**src/rtl/key_access_controller_if.sv**
```systemverilog
// Attempt handshake and status bundle between the requester and the key access controller.
interface key_access_controller_if #(
  parameter int PW_W = 32,
  parameter int FC_W = 2
);
  logic            pw_valid;
  logic [PW_W-1:0] pw_data;
  logic            pw_ready;
  logic            access_granted;
  logic            locked;
  logic [FC_W-1:0] fail_count;

  modport master (
    output pw_valid, pw_data,
    input  pw_ready, access_granted, locked, fail_count
  );

  modport slave (
    input  pw_valid, pw_data,
    output pw_ready, access_granted, locked, fail_count
  );
endinterface

```
**src/rtl/key_access_controller.sv**
```systemverilog
// Password check front-end for the key stage: one-cycle grant strobe, failed-attempt lockout,
// and the captured attempt wiped after every comparison.
module key_access_controller #(
  parameter int              PW_W           = 32,
  parameter logic [PW_W-1:0] PASSWORD       = 32'hCAFEF00D,
  parameter int              MAX_FAILS      = 3,
  parameter int              LOCKOUT_CYCLES = 16
) (
  input logic                  clk,
  input logic                  rst_n,
  key_access_controller_if.slave bus
);
  localparam int FC_W  = $clog2(MAX_FAILS + 1);
  localparam int TMR_W = $clog2(LOCKOUT_CYCLES + 1);

  typedef enum logic [1:0] {IDLE, CHECK, GRANT, LOCKED} state_t;

  state_t           state_q, state_d;
  logic [PW_W-1:0]  attempt_q, attempt_d;
  logic [FC_W-1:0]  fail_q, fail_d;
  logic [TMR_W-1:0] timer_q, timer_d;

  always_ff @(posedge clk) begin
    if (!rst_n) begin
      state_q   <= IDLE;
      attempt_q <= '0;
      fail_q    <= '0;
      timer_q   <= '0;
    end else begin
      state_q   <= state_d;
      attempt_q <= attempt_d;
      fail_q    <= fail_d;
      timer_q   <= timer_d;
    end
  end

  // The attempt only lives for the CHECK cycle; it is cleared whatever the comparison decides.
  always_comb begin
    state_d   = state_q;
    attempt_d = attempt_q;
    fail_d    = fail_q;
    timer_d   = timer_q;
    case (state_q)
      IDLE: begin
        if (bus.pw_valid) begin
          attempt_d = bus.pw_data;
          state_d   = CHECK;
        end
      end
      CHECK: begin
        attempt_d = '0;
        if (attempt_q == PASSWORD) begin
          fail_d  = '0;
          state_d = GRANT;
        end else if (int'(fail_q) + 1 < MAX_FAILS) begin
          fail_d  = fail_q + FC_W'(1);
          state_d = IDLE;
        end else begin
          fail_d  = FC_W'(MAX_FAILS);
          timer_d = TMR_W'(LOCKOUT_CYCLES);
          state_d = LOCKED;
        end
      end
      GRANT: begin
        state_d = IDLE;
      end
      LOCKED: begin
        timer_d = timer_q - TMR_W'(1);
        if (timer_q == TMR_W'(1)) begin
          fail_d  = '0;
          state_d = IDLE;
        end
      end
      default: begin
        state_d = IDLE;
      end
    endcase
  end

  // Status outputs decode state only, so pw_data never reaches access_granted combinationally.
  assign bus.pw_ready       = rst_n && (state_q == IDLE);
  assign bus.access_granted = (state_q == GRANT);
  assign bus.locked         = (state_q == LOCKED);
  assign bus.fail_count     = fail_q;
endmodule

```
**src/flat_wrapper.sv**
```systemverilog
// flat-port wrapper written by rule: the top's interface ports become plain ports
module key_access_controller_flat 
#(
  parameter int              PW_W           = 32,
  parameter logic [PW_W-1:0] PASSWORD       = 32'hCAFEF00D,
  parameter int              MAX_FAILS      = 3,
  parameter int              LOCKOUT_CYCLES = 16
)
  (clk, rst_n, bus_pw_valid, bus_pw_data, bus_pw_ready, bus_access_granted, bus_locked, bus_fail_count);
  key_access_controller_if #(.PW_W(PW_W), .FC_W(($clog2(MAX_FAILS + 1)))) bus_i ();
  input logic clk;
  input logic rst_n;
  input wire logic [$bits(bus_i.pw_valid)-1:0] bus_pw_valid;
  input wire logic [$bits(bus_i.pw_data)-1:0] bus_pw_data;
  output wire logic [$bits(bus_i.pw_ready)-1:0] bus_pw_ready;
  output wire logic [$bits(bus_i.access_granted)-1:0] bus_access_granted;
  output wire logic [$bits(bus_i.locked)-1:0] bus_locked;
  output wire logic [$bits(bus_i.fail_count)-1:0] bus_fail_count;
  assign bus_i.pw_valid = bus_pw_valid;
  assign bus_i.pw_data = bus_pw_data;
  assign bus_pw_ready = bus_i.pw_ready;
  assign bus_access_granted = bus_i.access_granted;
  assign bus_locked = bus_i.locked;
  assign bus_fail_count = bus_i.fail_count;
  key_access_controller #(.PW_W(PW_W), .PASSWORD(PASSWORD), .MAX_FAILS(MAX_FAILS), .LOCKOUT_CYCLES(LOCKOUT_CYCLES)) u_core (.clk(clk), .rst_n(rst_n), .bus(bus_i));
endmodule
```
**config.mk**
```make
export PLATFORM = sky130hd
export DESIGN_NAME = key_access_controller_flat
export DESIGN_NICKNAME = d
export VERILOG_FILES = /design/src/rtl/key_access_controller_if.sv /design/src/rtl/key_access_controller.sv /design/src/flat_wrapper.sv
export SDC_FILE = /design/constraint.sdc
export NUM_CORES = 1
export LEC_CHECK = 0
export CAP_MARGIN = 20
export CORE_ASPECT_RATIO = 0.75
export CORE_MARGIN = 1
export CORE_UTILIZATION = 48
export CTS_CLUSTER_DIAMETER = 50
export DETAILED_ROUTE_END_ITERATION = 10
export PLACE_DENSITY = 0.76
export SYNTH_ARGS = -nofsm -noshare
export SYNTH_HDL_FRONTEND = slang
export SYNTH_SLANG_ARGS = --single-unit
```
**constraint.sdc**
```tcl
create_clock -name clk -period 2.2 [get_ports clk]
set_input_delay 0.44 -clock clk [delete_from_list [all_inputs] [get_ports clk]]
set_output_delay 0.44 -clock clk [all_outputs]
set_load 0.02 [all_outputs]
```
# --- Word level (Yosys, flattened, before mapping) ---
# Index checks and enable logic that the tools add are counted.
word_totals:
  reg_bits: 41
  latch_bits: 0
  mem_bits_rw: 0
  rom_bits: 0
  inputBits: 35
  out_inout_bits: 5
  word_cells: 38
  n_memories: 0
classes:
  add_sub_neg: 3
  n_mul: 0
  div_mod_pow: 0
  n_lt_le_gt_ge: 1
  n_eq_ne: 9
  n_shift: 0
  n_mux: 13
  bitwise: 0
  reduce_logical: 8
ops:
  columns: ["operator", "count"]
  rows:
  - ["32-bit one-hot mux with 2 select lines", 1]
  - ["32-bit == test (second input constant)", 1]
  - ["32-bit by 3-bit less-than comparator with 1-bit output (second input constant)", 1]
  - ["32-bit 2-to-1 mux", 1]
  - ["2-bit 2-to-1 mux", 6]
  - ["5-bit 2-to-1 mux", 2]
  - ["5-bit one-hot mux with 2 select lines", 1]
  - ["2-bit one-hot mux with 4 select lines", 1]
  - ["2-bit inequality test (second input constant)", 3]
  - ["2-bit AND reduction", 3]
  - ["5-bit by 1-bit == test with 1-bit output (second input constant)", 1]
  - ["5-bit by 1-bit subtractor with 5-bit output (second input constant)", 1]
  - ["2-bit == test (second input constant)", 2]
  - ["2-bit one-hot mux with 2 select lines", 1]
  - ["2-bit nonzero test", 2]
  - ["2-bit by 1-bit adder with 3-bit output (second input constant)", 1]
  - ["3-bit AND reduction", 1]
  - ["2-bit by 1-bit adder with 2-bit output (second input constant)", 1]
  - ["2-bit by 1-bit == test with 1-bit output (second input constant)", 1]
  - ["2-bit logical NOT", 1]
  - ["2-bit by 1-bit inequality test with 1-bit output (second input constant)", 1]
  - ["1-bit logical AND", 1]

# --- Depth between registers and ports, before layout ---
# Gate-level depths: netlist (run 1).
depth:
  depth_word: 5
  ltp_mapped: 6
  mapped_depth_nobuf: 6

# --- Worst setup path before layout (run 1) ---
# OpenSTA, ideal clock, no wires.
synth_path:
  path_kind: "input-to-output"
  start: "in rst_n"
  end: "out bus_pw_ready"
  arrival_ns: 1.410
  required_ns: 1.760
  slack_ns: 0.350
  cell_stages: 4
  n_path_buf: 2
  cell_sequence: "clkbuf_1 inv_1 clkbuf_1 nor3_1"
synth_between:
  elab_chain_len: 1
synth_rtl:
  columns: ["element", "line", "text"]
  rows:
  - ["from (decl)", "flat_wrapper.sv:12", "input logic rst_n;"]
  - ["1-bit logical AND", "key_access_controller.sv:81", "assign bus.pw_ready = rst_n && (state_q == IDLE);"]
  - ["to (decl)", "flat_wrapper.sv:15", "output wire logic [$bits(bus_i.pw_ready)-1:0] bus_pw_ready;"]
# Every way passes these cells.

# --- Worst setup path in the final report (run 1) ---
# Ends and elaborated chain as after synthesis.

==> results.ini, run 1 <==
[run_status]
status = completed

[floorplanning]
fp.dieH_um = 52.8
die_x_um = 69.8
coreArea_sq_um = 3290
ioPinCount = 40
design.die.area_sq_um = 3680
core.rowCount = 18
initial_core_util = 0.503

[layout]
postLayoutCellArea_sq_um = 2180
area_growth_pct = 32.1
n_antenna_cell = 0
nets = 250
fill_cells = 250
multiInputGateArea_sq_um = 768
seqCellArea_sq_um = 823
drive_above_1_share = 0.0841

[clock_tree]
cts_setup_buffers = 0
cts_hold_buf = 0
cts_root_buffer = clkbuf_8
cts.sinks = 41
cts_tree = done
cts_max_path_buffers = 2
h-tree-depth = 2
clk_pin_slew_worst_paths_ps = 70
cts_buffers = 5
insertion_delay_ps = 290
cts_resized = 0

[critical_path]
path_class = in2out
r2r_start = u_core.timer_q[1]
worstPathRequired_ps = 1760
rrSetupSlack_ps = 520
cp.arrival_ps = 1720
r2r_end = u_core.state_q[1]
cp-startpoint = rst_n
end_kind = primary output
cp-endpoint = bus_pw_ready
rr_worst_depth = 5
crit_fanout = 2
setup.worst_path.start_class = input pin

[yosys]
synth_fp_nets = 213
seq_area_frac_synth = 0.497
syn_avg_cell_area_sq_um = 9.39
yosys_warnings = 0
synth_area_sq_um = 1650
syn_inst = 176
synth_seq_cells = 41
yosysUniqueCellTypes = 39

[sta]
slew_headroom = 0.639
post-route-period-util = 0.983
fin_crit_ps = 2160
fmax_mhz = 463
slew_viol_final = 0
rsz0062_at_grt = no
finalSetupViolations = 0
skew_ps = 3.40
tns_ps = 0
worstMarginPinSlew_ps = 537
hold_viol_final = 0

[power_and_ir_drop]
sw_frac_of_total = 0.253
p_clk_frac = 0.301
pwr-share-seq = 0.538
p_total_mw = 1.53
p_switching_uw = 387
p_per_area_nw_per_um2 = 700
ir_drop_uv = 533
leakage_nw = 0.850
p_int_mw = 1.14
share_comb_of_total_power = 0.161

[placement]
portBuffers = 39
hpwlAfterDp_um = 2550
gp_congestion = 0.835
placed_area_sq_um = 2100

[routing]
vias_per_cell = 5.84
firstDrtPassIters = 5
wl_per_cell_um = 14.5
final_antenna_net_count = 0
wl_um = 3670
vias = 1483
drc = 0
dr.first_iter.drc_count = 86

[global_route]
gr-total-overflow = 0
grtUsageTotal = 0.211
grt_max_degree = 39
grt_pass1_vias = 1353
grt_pass1_wl_um = 6000
antenna_found_initial = 0

[run]
maxCapViolCount = 0

[min_path]
hp-class = reg2reg

## logic make-up (layout without fill, tap and decap cells)
kind of cell / after synthesis / after routing / share of synthesized area
and+or+nand+nor: 63 / 63 / 0.210
adders and majority gates: 2 / 2 / 0.0151
AOI/OAI and AO/OA: 49 / 49 / 0.217
xor gates and xnor gates: 3 / 3 / 0.0159
DFF: 41 / 41 / 0.497
buffers and inverters: 18 / 56 / 0.0447
## worst max-delay path, cell delays in order
cell	delay [ps]
clkdlybuf4s50_1	480
inv_1	60
nor3_1	120
clkdlybuf4s50_1	620
## registers in the layout, indices dropped and copies added (netlist names)
register / cells
u_core.attempt_q: 32
u_core.timer_q: 5
u_core.bus.fail_count: 2
u_core.state_q: 2
## worst min-delay path by stage
stage                                     from  cells after the start                   end  slack, ps
final                      u_core.attempt_q[6]                      2   u_core.attempt_q[6]        500
after global routing      u_core.attempt_q[22]                      2  u_core.attempt_q[22]        530
after floorplan           u_core.attempt_q[24]                      2  u_core.attempt_q[24]        460
after global placement    u_core.attempt_q[29]                      2  u_core.attempt_q[29]        470
after CTS                  u_core.attempt_q[3]                      2   u_core.attempt_q[3]        510
after detailed placement   u_core.attempt_q[6]                      2   u_core.attempt_q[6]        480
## layer usage
metal / vias to the layer above / GRT usage / routed length, um
met5: - / 0 / 0
met4: 0 / 0.0867 / 56
met3: 8 / 0.0538 / 249
met2: 61 / 0.364 / 1790
met1: 698 / 0.255 / 1580
li1: 716 / - / -
## cells in the final DEF, fill, tap and decap left out, drive strengths merged, types with 2 or more instances in the layout
cell / count
buf: 4
nor3: 4
inv: 5
nor2: 33
nand4: 3
o22ai: 3
clkdlybuf4s50: 39
xnor2: 2
a21oi: 3
clkinv: 2
o21ai: 3
o311a: 3
clkbuf: 6
nand2: 5
a22oi: 32
nor4: 3
ha: 2
dfxtp: 41
nand2b: 2
## power by group through the flow
stage / Clock [mW] / Sequential, mW / Combinational (mW)
after floorplan: 0 / 0.831 / 0.131
after global placement: 0 / 0.835 / 0.226
after detailed placement: 0 / 0.838 / 0.246
after CTS: 0.472 / 0.822 / 0.248
after global routing: 0.508 / 0.829 / 0.270
final: 0.460 / 0.823 / 0.246
## synth_stat cells
library cell	instances	area, sq um
dfxtp_1	41	821
nor2_1	33	124
a22oi_1	32	240
clkbuf_1	6	22.5
buf_2	5	25.0
inv_1	5	18.8
nand2_1	5	18.8
nor3_1	4	20.0
a21oi_1	3	15.0
o21ai_0	3	15.0
o22ai_1	3	18.8
o311a_1	3	30.0
buf_1	2	7.51
ha_1	2	25.0
nand2b_1	2	12.5
nand4_1	2	12.5
nor4_1	2	12.5
xnor2_1	2	17.5
a21boi_0	1	7.51
a22o_1	1	8.76
and2_4	1	8.76
and2b_1	1	7.51
and4b_1	1	10.0
and4bb_1	1	12.5
nand3_1	1	5.00
nand4_2	1	12.5
nand4b_1	1	8.76
nor2b_1	1	6.26
nor3b_2	1	12.5
nor4_4	1	21.3
nor4b_1	1	8.76
nor4bb_1	1	10.0
o21bai_1	1	7.51
o2bb2ai_1	1	8.76
o31ai_1	1	7.51
or3_1	1	6.26
or4_1	1	7.51
or4b_1	1	10.0
xor2_1	1	8.76
## metrics by stage
| stage | hold WS [ps] | worst slack, ps | utilization | std cells |
|---|---|---|---|---|
| 5_1_grt | 530 | 6.98 | 0.664 | 254 |
| 3_3_place_gp | 470 | 27.8 | 0.630 | 245 |
| 2_1_floorplan | 456 | 350 | - | 176 |
| 6_report | 502 | 38.4 | 0.664 | 254 |
| 3_5_place_dp | 485 | 27.8 | 0.638 | 246 |
| 4_1_cts | 505 | 2.33 | 0.663 | 254 |
## final cells by class
| class | count | area share |
|---|---|---|
| well taps | 40 | 0.0229 |
| flip-flops and latches | 41 | 0.377 |
| clock inverters | 2 | 0.00458 |
| multi-input cells | 117 | 0.352 |
| clock buffers | 6 | 0.0332 |
| repair buffers | 43 | 0.202 |
| inverters | 5 | 0.00860 |
Power figures use the tool's default switching activity.
==> run 2: changes to the inputs <==
- CORE_UTILIZATION: 48 -> 33
- PLACE_DENSITY: 0.76 -> 0.57
- clock period: 2.2 -> 1.8 ns (I/O delays scaled with it)
==> run 2 against run 1 <==
  * Sequential share of layout area decreased by 0.62 points
  * Critical path type is now reg2out
  * Global-route usage is 6.5 points lower
  * Core utilization down 18 points
  * Register-to-register slack got worse by 370 ps
  * Non-clock buffer count is 3 higher
  * Critical endpoint is now bus_fail_count[1]
  * Die area grew 44%
  * Sequential cell count unchanged
  * Worst hold slack worse by 3.4 ps
  * Clock skew down 1.9 ps
  * Sequential power grew 22%
==> results.ini, run 2 (synthesis results as in run 1) <==
[run_status]
status = completed  ; unchanged

[floorplanning]
fp.dieH_um = 63.3  ; was 52.8 um
design.die.area_sq_um = 5300  ; was 3680 sq um
coreArea_sq_um = 4620  ; was 3290 sq um
core.rowCount = 21  ; was 18
ioPinCount = 40  ; unchanged
die_x_um = 83.7  ; was 69.8 um
initial_core_util = 0.357  ; was 0.503

[critical_path]
cp-endpoint = bus_fail_count[1]  ; was bus_pw_ready
crit_family = buffers and inverters  ; unchanged
path_cells = clkdlybuf4s50_1  ; was clkdlybuf4s50_1 > inv_1 > nor3_1 > clkdlybuf4s50_1
path_class = reg2out  ; was in2out
worstPathRequired_ps = 1440  ; was 1760 ps
end_kind = primary output  ; unchanged
rrSetupSlack_ps = 150  ; was 520 ps
max_stage_delay_ps = 640  ; was 620 ps
slowest_stage = clkdlybuf4s50_1  ; unchanged
rr_worst_depth = 4  ; was 5
cp.arrival_ps = 1360  ; was 1720 ps
r2r_start = u_core.attempt_q[9]  ; was u_core.timer_q[1]
crit_fanout = 6  ; was 2
cp-startpoint = u_core.bus.fail_count[1]  ; was rst_n
path_depth = 1  ; was 4
setup.worst_path.start_class = flip-flop  ; was input pin
critPathBufInv = 1  ; was 3
r2r_end = u_core.bus.fail_count[1]  ; was u_core.state_q[1]

[sta]
post-route-period-util = 0.954
rsz0062_at_grt = no  ; unchanged
slew_viol_final = 0  ; unchanged
slew_headroom = 0.640  ; was 0.639
fin_crit_ps = 1720
finalSetupViolations = 0  ; unchanged
skew_ps = 1.50  ; was 3.40 ps
worstMarginPinSlew_ps = 535  ; was 537 ps
hold_viol_final = 0  ; unchanged
holdWs_ps = 499  ; was 502 ps
fmax_mhz = 582

[layout]
drive_above_1_share = 0.0926  ; was 0.0841
regMostFlops = u_core.attempt_q  ; unchanged
top_regs = u_core.attempt_q x32, u_core.timer_q x5  ; unchanged
largest_reg_flops = 32  ; unchanged
nets = 253  ; was 250
postLayoutCellArea_sq_um = 2220  ; was 2180 sq um
fill_cells = 439  ; was 250
final_common_cell = dfxtp_1
layout_common_cells = 39 x dfxtp_1, 36 x clkdlybuf4s50_1, 33 x nor2_1  ; was 39 x clkdlybuf4s50_1, 39 x dfxtp_1, 33 x nor2_1
area_growth_pct = 34.3  ; was 32.1%
n_antenna_cell = 0  ; unchanged

[clock_tree]
cts_tree = done  ; unchanged
h-tree-depth = 2  ; unchanged
insertion_delay_ps = 280  ; was 290 ps
cts.sinks = 41  ; unchanged
cts_max_path_buffers = 2  ; unchanged
cts_root_buffer = clkbuf_8  ; unchanged
clk_pin_slew_worst_paths_ps = 70  ; about the same
cts_buffers = 5  ; unchanged

[placement]
hpwlAfterDp_um = 2560  ; was 2550 um
portBuffers = 39  ; unchanged
placed_area_sq_um = 2130  ; was 2100 sq um
gp_congestion = 0.796  ; was 0.835

[routing]
wl_per_cell_um = 13.7  ; was 14.5 um
wl_um = 3730  ; was 3670 um
firstDrtPassIters = 4  ; was 5
drc = 0  ; unchanged
vias = 1456  ; was 1483
final_antenna_net_count = 0  ; unchanged
vias_per_cell = 5.33  ; was 5.84
dr.first_iter.drc_count = 63  ; was 86

[global_route]
antenna_found_initial = 0  ; unchanged
gr-total-overflow = 0  ; unchanged
grt_pass1_vias = 1375  ; was 1353
grt_max_degree = 39  ; unchanged
grt_pass1_wl_um = 6220  ; was 6000 um
grtUsageTotal = 0.147  ; was 0.211

[min_path]
hp-class = reg2reg  ; unchanged

[power_and_ir_drop]
p_per_area_nw_per_um2 = 854  ; was 700 nW/um^2
ir_drop_uv = 516  ; was 533 uV
leakage_nw = 0.873  ; was 0.850 nW

[run]
maxCapViolCount = 0  ; unchanged

-- run 2: cell types whose count changed in the layout (fill, tap and decap cells not counted) --
cell,before,now
buf_16,1,0
clkinv_2,2,0
buf_12,0,1
clkdlybuf4s50_1,39,36
buf_4,3,6
clkbuf_8,5,6
dlygate4sd2_1,0,3
-- run 2: power breakdown --
| part | switching (mW) | internal, mW |
|---|---|---|
| logic | 0.139 | 0.163 |
| clock network | 0.287 | 0.304 |
| registers | 0.0388 | 0.963 |
-- run 2: worst min-delay path, stage by stage, from the launching register on --
cell     delay, ps
dfxtp_1        330
a22oi_1         60
nor2_1          70
-- run 2: worst min-delay path by stage --
stage	endpoint	cells after the start	slack, ps	from
CTS	u_core.attempt_q[2]	2	500	u_core.attempt_q[2]
global route	u_core.attempt_q[2]	2	530	u_core.attempt_q[2]
finish	u_core.attempt_q[15]	2	500	u_core.attempt_q[15]
floorplan	u_core.attempt_q[24]	2	460	u_core.attempt_q[24]
global placement	u_core.attempt_q[30]	2	470	u_core.attempt_q[30]
detailed placement	u_core.attempt_q[15]	2	480	u_core.attempt_q[15]
-- run 2: repair_timing --
action	CTS	global route
setup endpoints to repair	3	0
hold buffers	0	0
gates resized for setup	5	0
buffers inserted	0	0
-- run 2: layer usage --
metal  share of wire  track usage  wire [um]  up-vias
li1                -            -          -      722
met1            0.48        0.187       1800      697
met2            0.46        0.238       1730       35
met3           0.051       0.0459        190        2
met4          0.0046       0.0445         17        0
met5               0            0          0        -
-- run 2: area by class of cell --
cell class | count | area (sq um) | area share
clock buffers | 7 | 86.3 | 0.0389
repair buffers | 46 | 452 | 0.203
flip-flops and latches | 41 | 823 | 0.371
inverters | 5 | 18.8 | 0.00846
well taps | 57 | 71.3 | 0.0321
multi-input cells | 117 | 768 | 0.346
-- run 2: per-stage QoR --
step                      worst slack, ps  power, mW  instances  utilization  setup TNS, ps
after floorplan                       110       1.18        176            -              0
after global placement               -186       1.31        266        0.462           -205
after detailed placement             -211       1.33        266        0.462           -262
after CTS                            63.7       1.93        273        0.480              0
after global routing                 9.61       1.99        273        0.480              0
final                                82.2       1.89        273        0.480              0
